### config.mk
export PLATFORM = sky130hd
export DESIGN_NAME = c3lib_mtie_strap_capture
export DESIGN_NICKNAME = d
export VERILOG_FILES = /design/src/rtl/c3lib_mtie_strap_capture.sv
export SDC_FILE = /design/constraint.sdc
export NUM_CORES = 1
export LEC_CHECK = 0
export CORE_ASPECT_RATIO = 1.75
export CORE_MARGIN = 4
export CORE_UTILIZATION = 54
export CTS_CLUSTER_DIAMETER = 150
export DETAILED_ROUTE_END_ITERATION = 7
export PLACE_DENSITY_LB_ADDON = 0.08
export SYNTH_ARGS = -nofsm -noshare
export SYNTH_HDL_FRONTEND = slang
export SYNTH_SLANG_ARGS = --single-unit
### constraint.sdc
create_clock -name clk -period 2.4 [get_ports clk]
set_clock_uncertainty 0.1 [all_clocks]
set_input_delay 0.48 -clock clk [delete_from_list [all_inputs] [get_ports clk]]
set_output_delay 0.48 -clock clk [all_outputs]
set_load 0.02 [all_outputs]
### src/rtl/c3lib_mtie_strap_capture.sv
// Qualifies a tie-cell strap vector: settle window, then a run of identical samples
// (or a bounded number of mismatches) before the value is locked and presented.
module c3lib_mtie_strap_capture #(
  parameter int WIDTH          = 8,
  parameter int SETTLE_CYCLES  = 16,
  parameter int STABLE_SAMPLES = 3,
  parameter int MAX_RETRY      = 4
) (
  input  logic             clk,
  input  logic             rst,
  input  logic [WIDTH-1:0] strap_in,
  input  logic             ovrd_en,
  input  logic [WIDTH-1:0] ovrd_val,
  input  logic             recapture,
  output logic [WIDTH-1:0] strap_out,
  output logic             strap_vld,
  output logic             strap_err
);

  localparam int SW = (SETTLE_CYCLES > 1) ? $clog2(SETTLE_CYCLES) : 1;
  localparam int MW = $clog2(STABLE_SAMPLES);

  localparam logic [SW-1:0] SETTLE_LAST = SW'(SETTLE_CYCLES - 1);
  localparam logic [MW-1:0] MATCH_ONE   = MW'(1);
  localparam logic [MW-1:0] MATCH_LAST  = MW'(STABLE_SAMPLES - 1);
  localparam logic [3:0]    RETRY_MAX   = 4'(MAX_RETRY);

  typedef enum logic [1:0] {
    ST_SETTLE = 2'd0,
    ST_SAMPLE = 2'd1,
    ST_LOCKED = 2'd2
  } state_e;

  state_e           state_q, state_d;
  logic             first_q, first_d;
  logic [SW-1:0]    settle_q, settle_d;
  logic [MW-1:0]    match_q, match_d;
  logic [3:0]       retry_q, retry_d;
  logic [WIDTH-1:0] ref_q, ref_d;
  logic [WIDTH-1:0] cap_q, cap_d;
  logic [WIDTH-1:0] out_q, out_d;
  logic             vld_q, vld_d;
  logic             err_q, err_d;
  logic [3:0]       retry_inc_s;

  assign retry_inc_s = retry_q + 4'd1;

  // Next-state and output-register logic for the qualification sequence.
  always_comb begin
    state_d  = state_q;
    first_d  = first_q;
    settle_d = settle_q;
    match_d  = match_q;
    retry_d  = retry_q;
    ref_d    = ref_q;
    cap_d    = cap_q;
    out_d    = out_q;
    vld_d    = vld_q;
    err_d    = err_q;

    case (state_q)
      ST_SETTLE: begin
        if (settle_q == SETTLE_LAST) begin
          state_d = ST_SAMPLE;
          first_d = 1'b1;
        end else begin
          settle_d = settle_q + SW'(1);
        end
      end

      ST_SAMPLE: begin
        if (first_q) begin
          ref_d   = strap_in;
          match_d = MATCH_ONE;
          first_d = 1'b0;
        end else if (strap_in == ref_q) begin
          if (match_q == MATCH_LAST) begin
            cap_d   = ref_q;
            out_d   = ovrd_en ? ovrd_val : ref_q;
            vld_d   = 1'b1;
            state_d = ST_LOCKED;
          end else begin
            match_d = match_q + MW'(1);
          end
        end else begin
          // A mismatch restarts the run; too many of them force a lock on the latest value.
          ref_d   = strap_in;
          match_d = MATCH_ONE;
          err_d   = 1'b1;
          retry_d = retry_inc_s;
          if (retry_inc_s == RETRY_MAX) begin
            cap_d   = strap_in;
            out_d   = ovrd_en ? ovrd_val : strap_in;
            vld_d   = 1'b1;
            state_d = ST_LOCKED;
          end else begin
            state_d = ST_SAMPLE;
          end
        end
      end

      ST_LOCKED: begin
        if (recapture) begin
          state_d = ST_SAMPLE;
          first_d = 1'b1;
          match_d = '0;
          retry_d = 4'd0;
          vld_d   = 1'b0;
        end else begin
          out_d = ovrd_en ? ovrd_val : cap_q;
          vld_d = 1'b1;
        end
      end

      default: begin
        state_d = ST_SETTLE;
      end
    endcase
  end

  // State and output registers with asynchronous reset.
  always_ff @(posedge clk or posedge rst) begin
    if (rst) begin
      state_q  <= ST_SETTLE;
      first_q  <= 1'b0;
      settle_q <= '0;
      match_q  <= '0;
      retry_q  <= 4'd0;
      ref_q    <= '0;
      cap_q    <= '0;
      out_q    <= '0;
      vld_q    <= 1'b0;
      err_q    <= 1'b0;
    end else begin
      state_q  <= state_d;
      first_q  <= first_d;
      settle_q <= settle_d;
      match_q  <= match_d;
      retry_q  <= retry_d;
      ref_q    <= ref_d;
      cap_q    <= cap_d;
      out_q    <= out_d;
      vld_q    <= vld_d;
      err_q    <= err_d;
    end
  end

  assign strap_out = out_q;
  assign strap_vld = vld_q;
  assign strap_err = err_q;

endmodule
* Yosys cells after proc, flatten, opt, wreduce, memory -nomap -nowiden
Cells that the tools add are included.
Word-level totals: output and inout bits 10, register bits after elaboration 39, input port bits 20, word-level logic and storage cells 85
Operators by class: $add $sub $neg 3, bitwise operators 3, reductions and logical operators 14, multiplexer cells 39, equality and inequality tests 16
Operators with widths (number):
- two-way mux 8 bit | 13
- two-way mux 2 bit | 10
- case mux 8 bit (2 select lines) | 1
- AND reduction 4 bit | 4
- two-way mux 4 bit | 3
- inequality test 2 bit (second input constant) | 6
- AND reduction 3 bit | 3
- adder 4 x 1 -> 4 bit (second input constant) | 2
- equality test 8 bit | 1
- case mux 4 bit (2 select lines) | 1
- two-way mux 1 bit | 7
- inequality test 3 bit (second input constant) | 2
- case mux 2 bit (3 select lines) | 1
- AND reduction 5 bit | 1
- equality test 2 bit (second input constant) | 2
- equality test 4 x 3 -> 1 bit (second input constant) | 1
- equality test 4 bit (second input constant) | 1
- inequality test 4 bit (second input constant) | 1
- case mux 2 bit (2 select lines) | 1
- AND reduction 2 bit | 2
- nonzero test 2 bit | 2
- inverter 1 bit | 3
- case mux 1 bit (3 select lines) | 1
- nonzero test 3 bit | 1
- 5 further kinds | 5

* Depth between registers and ports, before layout
depth in word-level cells 6, gate-level depth with buffers 8

* Worst setup path before layout
Ideal clock, no wire load.
path kind reg-to-reg, start register state_q[0], end register out_q[0] (netlist: strap_out[0]), arrival 1934 ps, required time 2175 ps, path slack 241 ps, library setup time 125 ps, stages on the path, launching flop included 8, cells stage by stage dfrtp_1 -> inv_1 -> ha_1 -> buf_2 -> nand2_1 -> and3_1 -> a211oi_4 -> mux2_2
On the way: cells in the longest elaborated chain, start to end 3, elaborated cells between the ends (all ways) 9, classes of those cells eq/ne (6); mux (1); reduce/logical (2)
RTL lines:
- start: declaration | RTL line 34 | state_e state_q, state_d;
- start signal: assignment | RTL line 135 | state_q <= state_d;
- equality test 2 x 1 -> 1 bit / equality test 2 bit (equally long branches) | RTL line 61 | case (state_q)
- inequality test 3 bit (no source line), or another cell as far along
- AND reduction 5 bit (no source line)
- end signal: assignment | RTL line 142 | out_q <= out_d;
- end: declaration | RTL line 41 | logic [WIDTH-1:0] out_q, out_d;
Several ways; a longest one is shown, not always the timed one. A chain may end at the register's enable or synchronous reset.

* Worst setup path after layout
start input port strap_in[2], end register cap_q[4]
On the way: cells in the longest elaborated chain, start to end 3, elaborated cells between the ends (all ways) 5, classes of those cells eq/ne (2); mux (1); reduce/logical (2)
RTL lines:
- start: declaration | RTL line 11 | input logic [WIDTH-1:0] strap_in,
- equality test 8 bit (*) | RTL line 76 | end else if (strap_in == ref_q) begin
- inequality test 2 x 1 -> 1 bit (no source line) / nonzero test 2 bit (equally long branches)
- AND reduction 4 bit (no source line)
- end signal: assignment | RTL line 141 | cap_q <= cap_d;
- end: declaration | RTL line 40 | logic [WIDTH-1:0] cap_q, cap_d;
Every way passes the cells marked *; elsewhere a longest branch is shown, timed or not.

==> results.toml <==
[outcome]
outcome = "complete, no violations"

[critical_path]
cp-start-kind = "primary input"
critPathKind = "primary input to flip-flop"
reg2regPathDepth = 9
rrSetupSlack_ns = 0.14
worstPathRequired_ns = 2.47
cp-end-kind = "flip-flop"
worstPathMaxFanout = 5
critPathArrivalTime_ns = 2.41

[sta]
finalSetupViolCount = 0
finalCritPeriodShare_pct = 97.4
max-slew-margin-rel_pct = 66.9
timing.final.ws_setup_ns = 0.0631
fmax_mhz = 428
fin_crit_ns = 2.34
worst_pin_slew_ns = 0.496
maxSlewViolCount = 0
hold_violations = 0

[placement]
place_ws_ns = -0.283
io_buffer_count = 29
hpwl_mm = 3.69
gp_congestion = 0.851

[synth]
yosys_warnings = 0
netlist_area_um2 = 2080
synthArstFlopShare_pct = 100
ys_seq_area_share_pct = 46.8
synth_cell_type_count = 42
synth_flop_cell = "dfrtp_1"
synth_edf_count = 0
synth_top_area_share_pct = 46.8
yosys_register_bits = 39
synth_nets = 210
synth_cells = 183
yosysTopAreaCell = "dfrtp_1"
postSynthAreaPerCell_um2 = 11.4
netlist_top_cells_area = "dfrtp_1 (47%), mux2_2 (14%), mux2i_1 (5.8%), ha_1 (4.2%), xnor2_1 (3.8%)"

[floorplanning]
ios = 30
rows = 29
die_h_um = 90.2
die_area_um2 = 4960
die_x_um = 55.0
initial_core_util_pct = 56.9
core-area_um2 = 3660

[grt]
gr-total-overflow = 0
grt_util_met2_pct = 42.2
grt_usage_pct = 22.1
met1_usage_pct = 21.8
grt_pass1_vias = 1775
met3_usage_pct = 4.14
antenna_found_initial = 0
grt_pass1_wl_mm = 8.00
busiest_layer = "met2"
grt_max_degree = 40

[pwr]
total_power_mw = 3.10
comb_power_share_pct = 45.9
power_density_nw_per_um2 = 1120
p_leak_nw = 1.24
switching_share_pct = 35.6
pwr-share-clk_pct = 18.2
seq_power_share_pct = 36.0
p_int_mw = 1.99
switchingPower_mw = 1.10
peakVddDrop_uv = 697

[route]
drt-initial-drc-count = 44
wl_per_cell_um = 17.4
num_vias = 1650
viasPerCell = 5.75
ant_nets = 0
first_pass_iters = 4
routed_wl_mm = 4.99
drc_errors = 0

[clock_network]
cts_root_buffer = "clkbuf_8"
cts_hold_buf = 0
cts.clk_slew.worst_paths_ns = 0.07
clkSinkCount = 39
htreeDepth = 2
clockBufferDepth = 2
cts_tree = "done"
numCtsBuffers = 5
clk_latency_ns = 0.29

[finish]
final_nets = 267
utilization_pct = 75.4
drive_above_1_share_pct = 27.8
fill_cells = 253
diodes = 0
area_growth_pct = 32.5

[min_path]
hold_path.class = "flip-flop to flip-flop"
hold_depth = 1

[flow_run]
cap_violations = 0
[per-layer routing]
metal / wire [µm] / vias to the layer above
met5: 0 / -
met4: 117 / 0
met3: 127 / 10
met2: 3050 / 35
met1: 1690 / 833
li1: - / 772
[cell type report]
| type | instances | area (µm²) | area share, % |
|---|---|---|---|
| multi-input cells | 131 | 1080 | 38.9 |
| inverters | 8 | 30.0 | 1.09 |
| clock buffers | 6 | 82.6 | 2.99 |
| clock inverters | 2 | 35.0 | 1.27 |
| flip-flops and latches | 39 | 976 | 35.3 |
| repair buffers | 55 | 505 | 18.3 |
| well taps | 46 | 57.6 | 2.08 |
[final timing paths]
path,start,to
worst min register to register,strap_err,strap_err
min in group asynchronous,rst,settle_q[0]
worst min-delay path,strap_err,strap_err
max in group asynchronous,rst,retry_q[3]
worst max register to register,state_q[1],strap_out[5]
worst max-delay path,strap_in[2],cap_q[4]
[critical path, cell delays in order]
cell and delay [ns]:
clkdlybuf4s50_1 0.52, xnor2_2 0.13, nand4_2 0.18, or3_4 0.43, a21boi_4 0.19, buf_6 0.14, mux2_2 0.33
[cell usage after synthesis (2+ instances only)]
cell type / number
xnor2_1: 9
mux2i_1: 12
dfrtp_1: 39
nand2b_1: 2
o31ai_1: 5
ha_1: 7
clkbuf_1: 2
inv_1: 8
nor4b_1: 2
mux2_2: 25
nor2b_1: 4
xor2_1: 2
o21ai_0: 15
a311oi_1: 2
nand2_1: 14
nor2_1: 3
nand3_1: 4
o2bb2ai_1: 2
a21oi_1: 3
[timing repair]
| action | in CTS | in global routing |
|---|---|---|
| gates resized for setup | 1 | 13 |
| setup buffers | 0 | 2 |
| pin swaps | 0 | 5 |
| setup endpoints to repair | 8 | 16 |
[sequential cells by signal, indices dropped and copies added, names as in the netlist]
register and count:
strap_out 8, settle_q 4, cap_q 8, strap_err 1, ref_q 8, strap_vld 1
state_q 2, retry_q 4, match_q 2, first_q 1
[metrics by stage]
stage / TNS [ns] / instance area (µm²) / hold slack [ns] / cells
after floorplan: 0 / 2080 / 0.363 / 183
after CTS: 0 / 2700 / 0.377 / 285
after detailed placement: -5.33 / 2580 / 0.355 / 277
final: 0 / 2760 / 0.371 / 287
after global routing: -0.0292 / 2760 / 0.413 / 287
after global placement: -4.74 / 2580 / 0.354 / 277
[power groups by stage]
stage          clock network, mW  registers, mW  logic, mW
2_1_floorplan                  0           1.15      0.814
3_3_place_gp                   0           1.09       1.31
3_5_place_dp                   0           1.12       1.38
4_1_cts                    0.570           1.11       1.39
5_1_grt                    0.603           1.14       1.53
6_report                   0.562           1.11       1.42
[placed cells by master, fill, tap and decap left out, types with 2 or more instances in the layout]
cell             count
nand2_1             14
o21ai_1              2
clkdlybuf4s50_1     24
mux2_2              25
nand2b_1             2
a311oi_1             2
o2bb2ai_1            2
dfrtp_1             39
o21ai_0             14
dlymetal6s2s_1       5
nor4b_1              2
o31ai_1              5
buf_6                2
mux2i_1             12
xor2_1               2
xnor2_1              8
nor2b_1              3
a21oi_1              3
ha_1                 7
clkbuf_8             6
inv_1                8
buf_4               24
nor2_1               3
nand3_1              4
[kinds of logic (layout without fill, tap and decap cells)]
group / count (synthesis) / after routing / share of synthesized area (%)
compound gates: 39 / 39 / 12.9
flops: 39 / 39 / 46.8
mux: 37 / 37 / 19.3
simple gates: 37 / 37 / 9.42
buf+inv: 13 / 71 / 2.76
xor+xnor: 11 / 11 / 4.62
fa+ha+maj: 7 / 7 / 4.20
Note: power is estimated with default switching activity, not from simulation.
